--- src/rtl/team_10_gpio_pkg.sv ---
// rtl/team_10_gpio_pkg.sv - register map, decode enum and byte-lane helper for the Wishbone GPIO controller
package team_10_gpio_pkg;

    localparam logic [7:0] OFS_DATA_OUT   = 8'h00;
    localparam logic [7:0] OFS_OEB        = 8'h04;
    localparam logic [7:0] OFS_DATA_IN    = 8'h08;
    localparam logic [7:0] OFS_IRQ_EN     = 8'h0C;
    localparam logic [7:0] OFS_EDGE_SEL   = 8'h10;
    localparam logic [7:0] OFS_IRQ_STATUS = 8'h14;

    typedef enum logic [2:0] {
        REG_DATA_OUT,
        REG_OEB,
        REG_DATA_IN,
        REG_IRQ_EN,
        REG_EDGE_SEL,
        REG_IRQ_STATUS,
        REG_NONE
    } reg_sel_e;

    typedef enum logic {
        WB_IDLE,
        WB_ACK
    } wb_state_e;

    function automatic reg_sel_e decode_reg(input logic [7:0] ofs);
        case (ofs)
            OFS_DATA_OUT:   return REG_DATA_OUT;
            OFS_OEB:        return REG_OEB;
            OFS_DATA_IN:    return REG_DATA_IN;
            OFS_IRQ_EN:     return REG_IRQ_EN;
            OFS_EDGE_SEL:   return REG_EDGE_SEL;
            OFS_IRQ_STATUS: return REG_IRQ_STATUS;
            default:        return REG_NONE;
        endcase
    endfunction

    // Replace only the byte lanes whose select bit is set.
    function automatic logic [31:0] lane_merge(input logic [31:0] old_word,
                                               input logic [31:0] wdata,
                                               input logic [3:0]  sel);
        logic [31:0] r;
        r = old_word;
        for (int k = 0; k < 4; k++) begin
            if (sel[k]) r[8*k +: 8] = wdata[8*k +: 8];
        end
        return r;
    endfunction

endpackage

--- src/rtl/team_10_gpio_sync.sv ---
// rtl/team_10_gpio_sync.sv - pad input synchroniser, edge-detect delay flop and per-pin edge select
module team_10_gpio_sync
    import team_10_gpio_pkg::*;
#(
    parameter int WIDTH  = 32,
    parameter int STAGES = 2
) (
    input  logic             clk,
    input  logic             rst,
    input  logic [WIDTH-1:0] din,
    input  logic [WIDTH-1:0] edge_sel,
    output logic [WIDTH-1:0] sync_q,
    output logic [WIDTH-1:0] edge_pulse
);

    logic [WIDTH-1:0] stage_q [STAGES];
    logic [WIDTH-1:0] dly_q;
    logic [WIDTH-1:0] rise;
    logic [WIDTH-1:0] fall;

    always_ff @(posedge clk) begin
        if (rst) begin
            for (int i = 0; i < STAGES; i++) stage_q[i] <= '0;
            dly_q <= '0;
        end else begin
            stage_q[0] <= din;
            for (int i = 1; i < STAGES; i++) stage_q[i] <= stage_q[i-1];
            dly_q <= stage_q[STAGES-1];
        end
    end

    assign sync_q     = stage_q[STAGES-1];
    assign rise       = sync_q & ~dly_q;
    assign fall       = ~sync_q & dly_q;
    assign edge_pulse = (edge_sel & rise) | (~edge_sel & fall);

endmodule

--- src/rtl/team_10_wb_gpio_ctrl.sv ---
// rtl/team_10_wb_gpio_ctrl.sv - Wishbone slave GPIO controller with synchronised inputs and edge interrupts
module team_10_wb_gpio_ctrl
    import team_10_gpio_pkg::*;
#(
    parameter int          NUM_GPIO    = 32,
    parameter logic [31:0] BASE_ADDR   = 32'h3000_0000,
    parameter int          SYNC_STAGES = 2
) (
    input  logic                wb_clk_i,
    input  logic                wb_rst_i,
    input  logic                wbs_cyc_i,
    input  logic                wbs_stb_i,
    input  logic                wbs_we_i,
    input  logic [3:0]          wbs_sel_i,
    input  logic [31:0]         wbs_adr_i,
    input  logic [31:0]         wbs_dat_i,
    output logic                wbs_ack_o,
    output logic [31:0]         wbs_dat_o,
    input  logic [NUM_GPIO-1:0] gpio_in,
    output logic [NUM_GPIO-1:0] gpio_out,
    output logic [NUM_GPIO-1:0] gpio_oeb,
    output logic                irq
);

    localparam int WARM_CYCLES = SYNC_STAGES + 1;

    wb_state_e state_q, state_d;
    reg_sel_e  reg_sel;
    logic      req_raw, accept, wr;

    logic [NUM_GPIO-1:0] data_out_q, oeb_q, irq_en_q, edge_sel_q, status_q;
    logic [NUM_GPIO-1:0] sync_q, edge_pulse, edge_hit, clr_mask;
    logic [31:0]         cur_word, new_word, clr_word, rd_word;
    logic [2:0]          warm_cnt;
    logic                warm_done;

    function automatic logic [31:0] widen(input logic [NUM_GPIO-1:0] v);
        logic [31:0] r;
        r = '0;
        r[NUM_GPIO-1:0] = v;
        return r;
    endfunction

    team_10_gpio_sync #(
        .WIDTH  (NUM_GPIO),
        .STAGES (SYNC_STAGES)
    ) u_sync (
        .clk        (wb_clk_i),
        .rst        (wb_rst_i),
        .din        (gpio_in),
        .edge_sel   (edge_sel_q),
        .sync_q     (sync_q),
        .edge_pulse (edge_pulse)
    );

    assign req_raw = wbs_cyc_i & wbs_stb_i & (wbs_adr_i[31:8] == BASE_ADDR[31:8]);
    assign reg_sel = decode_reg(wbs_adr_i[7:0]);

    always_ff @(posedge wb_clk_i) begin
        if (wb_rst_i) state_q <= WB_IDLE;
        else          state_q <= state_d;
    end

    always_comb begin
        state_d = state_q;
        case (state_q)
            WB_IDLE: if (req_raw) state_d = WB_ACK;
            WB_ACK:  state_d = WB_IDLE;
            default: state_d = WB_IDLE;
        endcase
    end

    // A request is only taken while idle, which forces the low cycle after each ack.
    always_comb begin
        wbs_ack_o = (state_q == WB_ACK);
        accept    = (state_q == WB_IDLE) && req_raw;
        wr        = accept && wbs_we_i;
    end

    always_comb begin
        cur_word = '0;
        case (reg_sel)
            REG_DATA_OUT:   cur_word = widen(data_out_q);
            REG_OEB:        cur_word = widen(oeb_q);
            REG_DATA_IN:    cur_word = widen(sync_q);
            REG_IRQ_EN:     cur_word = widen(irq_en_q);
            REG_EDGE_SEL:   cur_word = widen(edge_sel_q);
            REG_IRQ_STATUS: cur_word = widen(status_q);
            default:        cur_word = '0;
        endcase
        rd_word  = cur_word;
        new_word = lane_merge(cur_word, wbs_dat_i, wbs_sel_i);
        clr_word = lane_merge(32'h0, wbs_dat_i, wbs_sel_i);
    end

    assign warm_done = (warm_cnt == 3'(WARM_CYCLES));
    assign edge_hit  = warm_done ? edge_pulse : '0;
    assign clr_mask  = (wr && reg_sel == REG_IRQ_STATUS) ? clr_word[NUM_GPIO-1:0] : '0;

    always_ff @(posedge wb_clk_i) begin
        if (wb_rst_i) begin
            data_out_q <= '0;
            oeb_q      <= '1;
            irq_en_q   <= '0;
            edge_sel_q <= '0;
            status_q   <= '0;
            warm_cnt   <= '0;
            wbs_dat_o  <= '0;
            gpio_out   <= '0;
            gpio_oeb   <= '1;
            irq        <= 1'b0;
        end else begin
            if (wr && reg_sel == REG_DATA_OUT) data_out_q <= new_word[NUM_GPIO-1:0];
            if (wr && reg_sel == REG_OEB)      oeb_q      <= new_word[NUM_GPIO-1:0];
            if (wr && reg_sel == REG_IRQ_EN)   irq_en_q   <= new_word[NUM_GPIO-1:0];
            if (wr && reg_sel == REG_EDGE_SEL) edge_sel_q <= new_word[NUM_GPIO-1:0];
            // A fresh edge overrides a same-cycle write-one-to-clear.
            status_q <= (status_q & ~clr_mask) | edge_hit;
            if (!warm_done) warm_cnt <= warm_cnt + 3'd1;
            wbs_dat_o <= accept ? rd_word : 32'h0;
            gpio_out  <= data_out_q;
            gpio_oeb  <= oeb_q;
            irq       <= |(status_q & irq_en_q);
        end
    end

endmodule

--- config.mk ---
export PLATFORM = sky130hd
export DESIGN_NAME = team_10_wb_gpio_ctrl
export DESIGN_NICKNAME = d
export VERILOG_FILES = /design/src/rtl/team_10_gpio_pkg.sv /design/src/rtl/team_10_gpio_sync.sv /design/src/rtl/team_10_wb_gpio_ctrl.sv
export SDC_FILE = /design/constraint.sdc
export NUM_CORES = 1
export LEC_CHECK = 0
export CAP_MARGIN = 20
export CORE_MARGIN = 2
export CORE_UTILIZATION = 55
export CTS_CLUSTER_SIZE = 40
export DETAILED_ROUTE_END_ITERATION = 7
export PLACE_DENSITY = 0.83
export RECOVER_POWER = 25
export SYNTH_ARGS = -nofsm -noshare
export SYNTH_HDL_FRONTEND = slang
export SYNTH_HIERARCHICAL = 1
export SYNTH_SLANG_ARGS = --single-unit
--- constraint.sdc ---
create_clock -name wb_clk_i -period 4.11 [get_ports wb_clk_i]
set_input_delay 0.411 -clock wb_clk_i [delete_from_list [all_inputs] [get_ports wb_clk_i]]
set_output_delay 0.411 -clock wb_clk_i [all_outputs]
set_load 0.01 [all_outputs]
# == Word level (Yosys, flattened, before mapping) ==
# Memories as Yosys holds them, arrays and structs flattened.
# Cells that the tools add are included.
# totals
in_bits,105
ramBits,64
wordCells,74
memories,1
reg_bits,293
out_inout_bits,98
# mem_list
name,depth,width,read_ports,rd_clocked_by_memory_dff,wr,line_no,text
u_sync.stage_q,2,32,2,0,2,team_10_gpio_sync.sv:16,logic [WIDTH-1:0] stage_q [STAGES];
# op_classes
n_bitwise,18
mux,19
n_eq_ne,12
reduce_logical,11
add_sub_neg,1
# ops
operator,count
$and 32x32->32,6
$pmux 32 s6,1
$mux 32,4
$not 32->32,4
$mux 8,8
$or 32x32->32,2
$reduce_or 32->1,1
$eq 24x22->1 const B,1
$pmux 3 s6,1
$eq 8x4->1 const B,2
$eq 8x5->1 const B,2
$eq 3x2->1 const B,3
$eq 8x3->1 const B,1
$logic_not 8->1,1
$logic_and 1x1->1,7
$eq 3x3->1 const B,2
$mux 1,4
$add 3x1->3 const B,1
$eq 3x1->1 const B,1
$logic_not 3->1,1
$and 1x1->1,2
$not 1->1,2
$or 1x1->1,2
$pmux 1 s2,1
$reduce_or 2->1,1

# == Depth between registers and ports, before layout ==
# logic_depth
word_depth,9
depth_mapped,13
depth_no_buf,9

# == By module ==
# Netlist, hierarchy kept.
# modules_own_cells
module,instances,cells_each,area_each_um2,seq_area_each_um2
team_10_wb_gpio_ctrl,1,1304,11183.2,5225.0
team_10_gpio_sync,1,330,3440.8,1921.8

# == Worst setup path after synthesis ==
# Ideal clock, no wire load.
# synth_timing
path_type,input port to flip-flop
from,input wbs_adr_i[1]
to,register data_out_q[16]
arrival_time_ns,3.339
path_slack_ns,0.685
required_ns,4.024
setup_ns,0.086
path_stages,12
n_path_buf,3
cell_sequence,clkbuf_1 -> nor4b_1 -> clkbuf_1 -> nand2_1 -> ha_1 -> or4_1 -> buf_2 -> a21oi_1 -> a32oi_1 -> a21oi_1 -> a21oi_1 -> a211oi_1
# synth_via
elab_chain_cells,5
word_cells_on_any_way,16
cone_classes,eq/ne (10); mux (3); reduce/logical (3)
# synth_lines
element,line_no,text
start: declaration,team_10_wb_gpio_ctrl.sv:15,"input logic [31:0] wbs_adr_i,"
"$eq 8x5->1, or another cell as far along",team_10_gpio_pkg.sv:27,case (ofs)
$pmux 3 s6 *,team_10_gpio_pkg.sv:27,
"$eq 3x3->1, or another cell as far along",team_10_wb_gpio_ctrl.sv:82,case (reg_sel)
$pmux 32 s6,team_10_wb_gpio_ctrl.sv:82,
$mux 8,team_10_gpio_pkg.sv:45,if (sel[k]) r[8*k +: 8] = wdata[8*k +: 8];
end signal: assignment,team_10_wb_gpio_ctrl.sv:113,if (wr && reg_sel == REG_DATA_OUT) data_out_q <= new_word[NUM_GPIO-1:0];
end: declaration,team_10_wb_gpio_ctrl.sv:31,"logic [NUM_GPIO-1:0] data_out_q, oeb_q, irq_en_q, edge_sel_q, status_q;"
# Every way passes the cells marked *; elsewhere a longest branch is shown, timed or not.
# A chain may end at the register's enable or synchronous reset.

# == Final worst setup path ==
# layout_timing
from,input wbs_adr_i[3]
to,register edge_sel_q[1]
# layout_via
elab_chain_cells,5
word_cells_on_any_way,16
cone_classes,eq/ne (10); mux (3); reduce/logical (3)
# layout_lines
element,line_no,text
"$eq 8x5->1, or another cell as far along",team_10_gpio_pkg.sv:27,
$pmux 3 s6 *,team_10_gpio_pkg.sv:27,
"$eq 3x3->1, or another cell as far along",team_10_wb_gpio_ctrl.sv:82,
$pmux 32 s6,team_10_wb_gpio_ctrl.sv:82,
$mux 8,team_10_gpio_pkg.sv:45,
end signal: assignment,team_10_wb_gpio_ctrl.sv:116,if (wr && reg_sel == REG_EDGE_SEL) edge_sel_q <= new_word[NUM_GPIO-1:0];
end: declaration,team_10_wb_gpio_ctrl.sv:31,
# Marked as above.

==> results.toml <==
[run_status]
status = "finished, violations left"
violations = "max-capacitance violations, max-slew violations"

[timing]
min_period_ns = 3.43
maxSlewHeadroom_pct = -51.4
fin_crit_sh_pct = 83.6
slew_violations = 124
fmax_ghz = 0.291
setup_viol = 0
fin_skew_ns = 0.00906
fin_tns_setup_ns = 0
hold_violations = 0
rsz0062_at_grt = "no"
worst_pin_slew_ns = 2.27

[worst_setup_path]
cp_cell_sequence = "clkdlybuf4s50_1 -> nor4b_1 -> nand2_1 -> ha_1 -> or4_1 -> a211oi_2 -> buf_4 -> nand4_1 -> buf_4 -> a21oi_1 -> o22ai_1"
startpoint = "wbs_adr_i[3]"
cpMaxStageDelayCell = "clkdlybuf4s50_1"
rr_startpoint = "wbs_ack_o$_SDFF_PP0_"
cp.arrival_ns = 3.74
worstSetupStartpointType = "primary input"
worst-setup-path-type = "primary input to flop"
critPathCaptureType = "flop"
path_max_fanout = 22
slowest_delay_ns = 0.62
crit_family = "simple AND/OR/NAND/NOR gates"
cp_num_buf_inv = 3
cp.required_ns = 4.42
crit_top_cell = "buf_4"

[floorplan]
start_util_pct = 56.1
die_h_um = 167
core.rowCount = 59
boundaryPins = 203
fp.coreArea_um2 = 26100
die_w_um = 167
die_area_um2 = 27900

[finish]
layout-drive-gt1-share_pct = 8.97
antennaDiodeCount = 0
final_cells = 2130
area.sequential_um2 = 7150
fin_util_pct = 68.9
final_common_cell = "dfxtp_1"
multi_input_area_um2 = 6720
fillers = 2073
final_cell_mix = "dfxtp_1, clkdlybuf4s50_1, nor2_1"
syn2layout_area_growth_pct = 22.8
layout.nets = 1876

[flow_run]
maxCapViolCount = 1

[yosys]
synth_edf_count = 0
synth_area_um2 = 14600
synth_ff_type = "dfxtp_1"
synth-seq-area-share_pct = 48.9
ys_warn_count = 6
synth.avg_cell_area_um2 = 8.95
syn_inst = 1634
synth.net_count = 1742
async_flop_share_pct = 0
synth_cell_types = 58
ys_ff_latch = 357

[clock_tree]
clock_latency_ns = 0.53
cts.sinks = 357
cts_htree_levels = 2
cts_tree = "built"
cts_hold_buf = 0
clockBufferDepth = 3
postCtsSetupRepairBufs = 0
cts.clk_slew.worst_paths_ns = 0.06
clockRootBuffer = "clkbuf_16"
numCtsBuffers = 36
ctsResizeCount = 0

[routing]
first_pass_iters = 7
first_iter_violations = 1862
ant_nets = 0
drt-vias-per-instance = 6.21
wl_mm = 47.9
vias = 13200
wl_per_cell_um = 22.5
drc_errors = 0

[placement]
portBuffers = 202
place_congestion = 0.966
dp.final_hpwl_mm = 34.6
place_inst = 2064

[grt]
first_global_vias = 11700
antenna_found_initial = 1
grt_pass1_wl_mm = 71.8
grt_start_max_net_pins = 176
gr-total-overflow = 0
grt_usage_pct = 33.2

[pwr]
peakVddDrop_v = 0.000331
cellPowerDensity_nw_per_um2 = 415
total_power_mw = 7.46
leakage_nw = 6.03

[min_path]
hp-start = "u_sync/stage_q[0][16]$_SDFF_PP0_"
hold_path_class = "flop to flop"
-- final cells by class --
class / instances / area share [%]
Clock buffer: 47 / 5.76
Tap cell: 335 / 2.33
Sequential cell: 357 / 39.8
Multi-Input combinational cell: 1124 / 37.4
Inverter: 3 / 0.0627
Clock inverter: 18 / 1.40
Timing Repair Buffer: 246 / 13.2
-- path summary, 6_finish.rpt --
| path | end | slack [ns] | cells after the start |
|---|---|---|---|
| worst max-delay path | edge_sel_q[1]$_SDFFE_PP0P_ | 0.68 | 11 |
| worst min-delay path | u_sync/stage_q[0][48]$_SDFF_PP0_ | 0.43 | 1 |
| worst max register to register | data_out_q[1]$_SDFFE_PP0P_ | 1.70 | 7 |
| worst min register to register | u_sync/stage_q[0][48]$_SDFF_PP0_ | 0.43 | 1 |
-- layer usage --
metal | GRT usage (%) | vias up | part of all wire [%] | wire, µm
li1 | - | 6074 | - | -
met1 | 51.0 | 6192 | 43 | 20600
met2 | 44.3 | 856 | 39 | 18900
met3 | 9.10 | 104 | 14 | 6770
met4 | 10.3 | 4 | 3.1 | 1500
met5 | 2.61 | - | 0.24 | 113
-- flip-flops by register name, indices dropped and copies added (netlist names) --
name and cells:
data_out_q 32, edge_sel_q 32, gpio_oeb 32, gpio_out 32, irq 1, irq_en_q 32
oeb_q 32, status_q 32, u_sync/dly_q 32, u_sync/stage_q 64, warm_cnt 3, wbs_ack_o 1
wbs_dat_o 32
-- worst reg2reg max path, stage by stage, from the launching register on --
cell	delay, ns
dfxtp_1	0.31
nor4_1	0.26
nand4_1	0.14
nor4_1	0.62
nand3_1	0.14
buf_4	0.24
or3_1	0.41
o211ai_1	0.20
-- cells in the mapped netlist (3+ instances only) --
master	instances	area (µm²)
a221oi_1	4	35.0
or4_1	4	30.0
a32oi_1	30	263
mux2_2	10	113
nor2b_1	132	826
nor4_1	7	43.8
a221o_1	4	40.0
and2_1	6	37.5
a21boi_1	6	45.0
o21bai_1	5	37.5
nand4_1	6	37.5
clkbuf_1	82	308
a31oi_1	17	106
a21oi_1	110	551
o21a_1	16	120
buf_6	4	45.0
o211ai_1	40	300
nand3b_1	33	248
a22oi_1	27	203
ha_1	3	37.5
dfxtp_1	357	7150
inv_1	3	11.3
a22o_1	44	385
a21boi_0	3	22.5
buf_4	34	255
or2_1	8	50.1
o211a_1	3	30.0
buf_2	30	150
nand3_1	21	105
o21ai_0	97	485
a211oi_1	59	443
nand2_1	132	495
o22ai_1	20	125
o32a_1	4	40.0
nand2b_1	32	200
nor2_1	140	526
and3_1	20	125
or3_1	16	100
nor3_1	8	40.0
or2_2	33	206
-- where the power goes --
group	total (mW)	internal, mW	leakage [nW]	switching (mW)
Clock	3.53	2.16	0.644	1.37
Combinational	0.394	0.166	2.50	0.227
Sequential	3.54	3.51	2.89	0.0317
Total	7.46	5.83	6.03	1.63
-- cells by family after synthesis --
group / after synthesis / share of synthesized area (%)
DFF: 357 / 48.9
AOI/OAI and AO/OA: 499 / 22.8
xor gates and xnor gates: 1 / 0.0599
buffers and inverters: 153 / 5.26
muxes: 11 / 0.838
and+or+nand+nor: 610 / 21.9
adders and majority gates: 3 / 0.257
-- metrics by stage --
step | hold slack, ns | area, µm² | setup WS [ns]
2_1_floorplan | 0.414 | 14600 | 0.685
3_3_place_gp | 0.416 | 16700 | 0.351
4_1_cts | 0.429 | 18000 | 0.783
5_1_grt | 0.441 | 18000 | 0.511
3_5_place_dp | 0.422 | 16700 | 0.270
6_report | 0.432 | 18000 | 0.675
No activity file was read; power rests on OpenSTA's default activity.
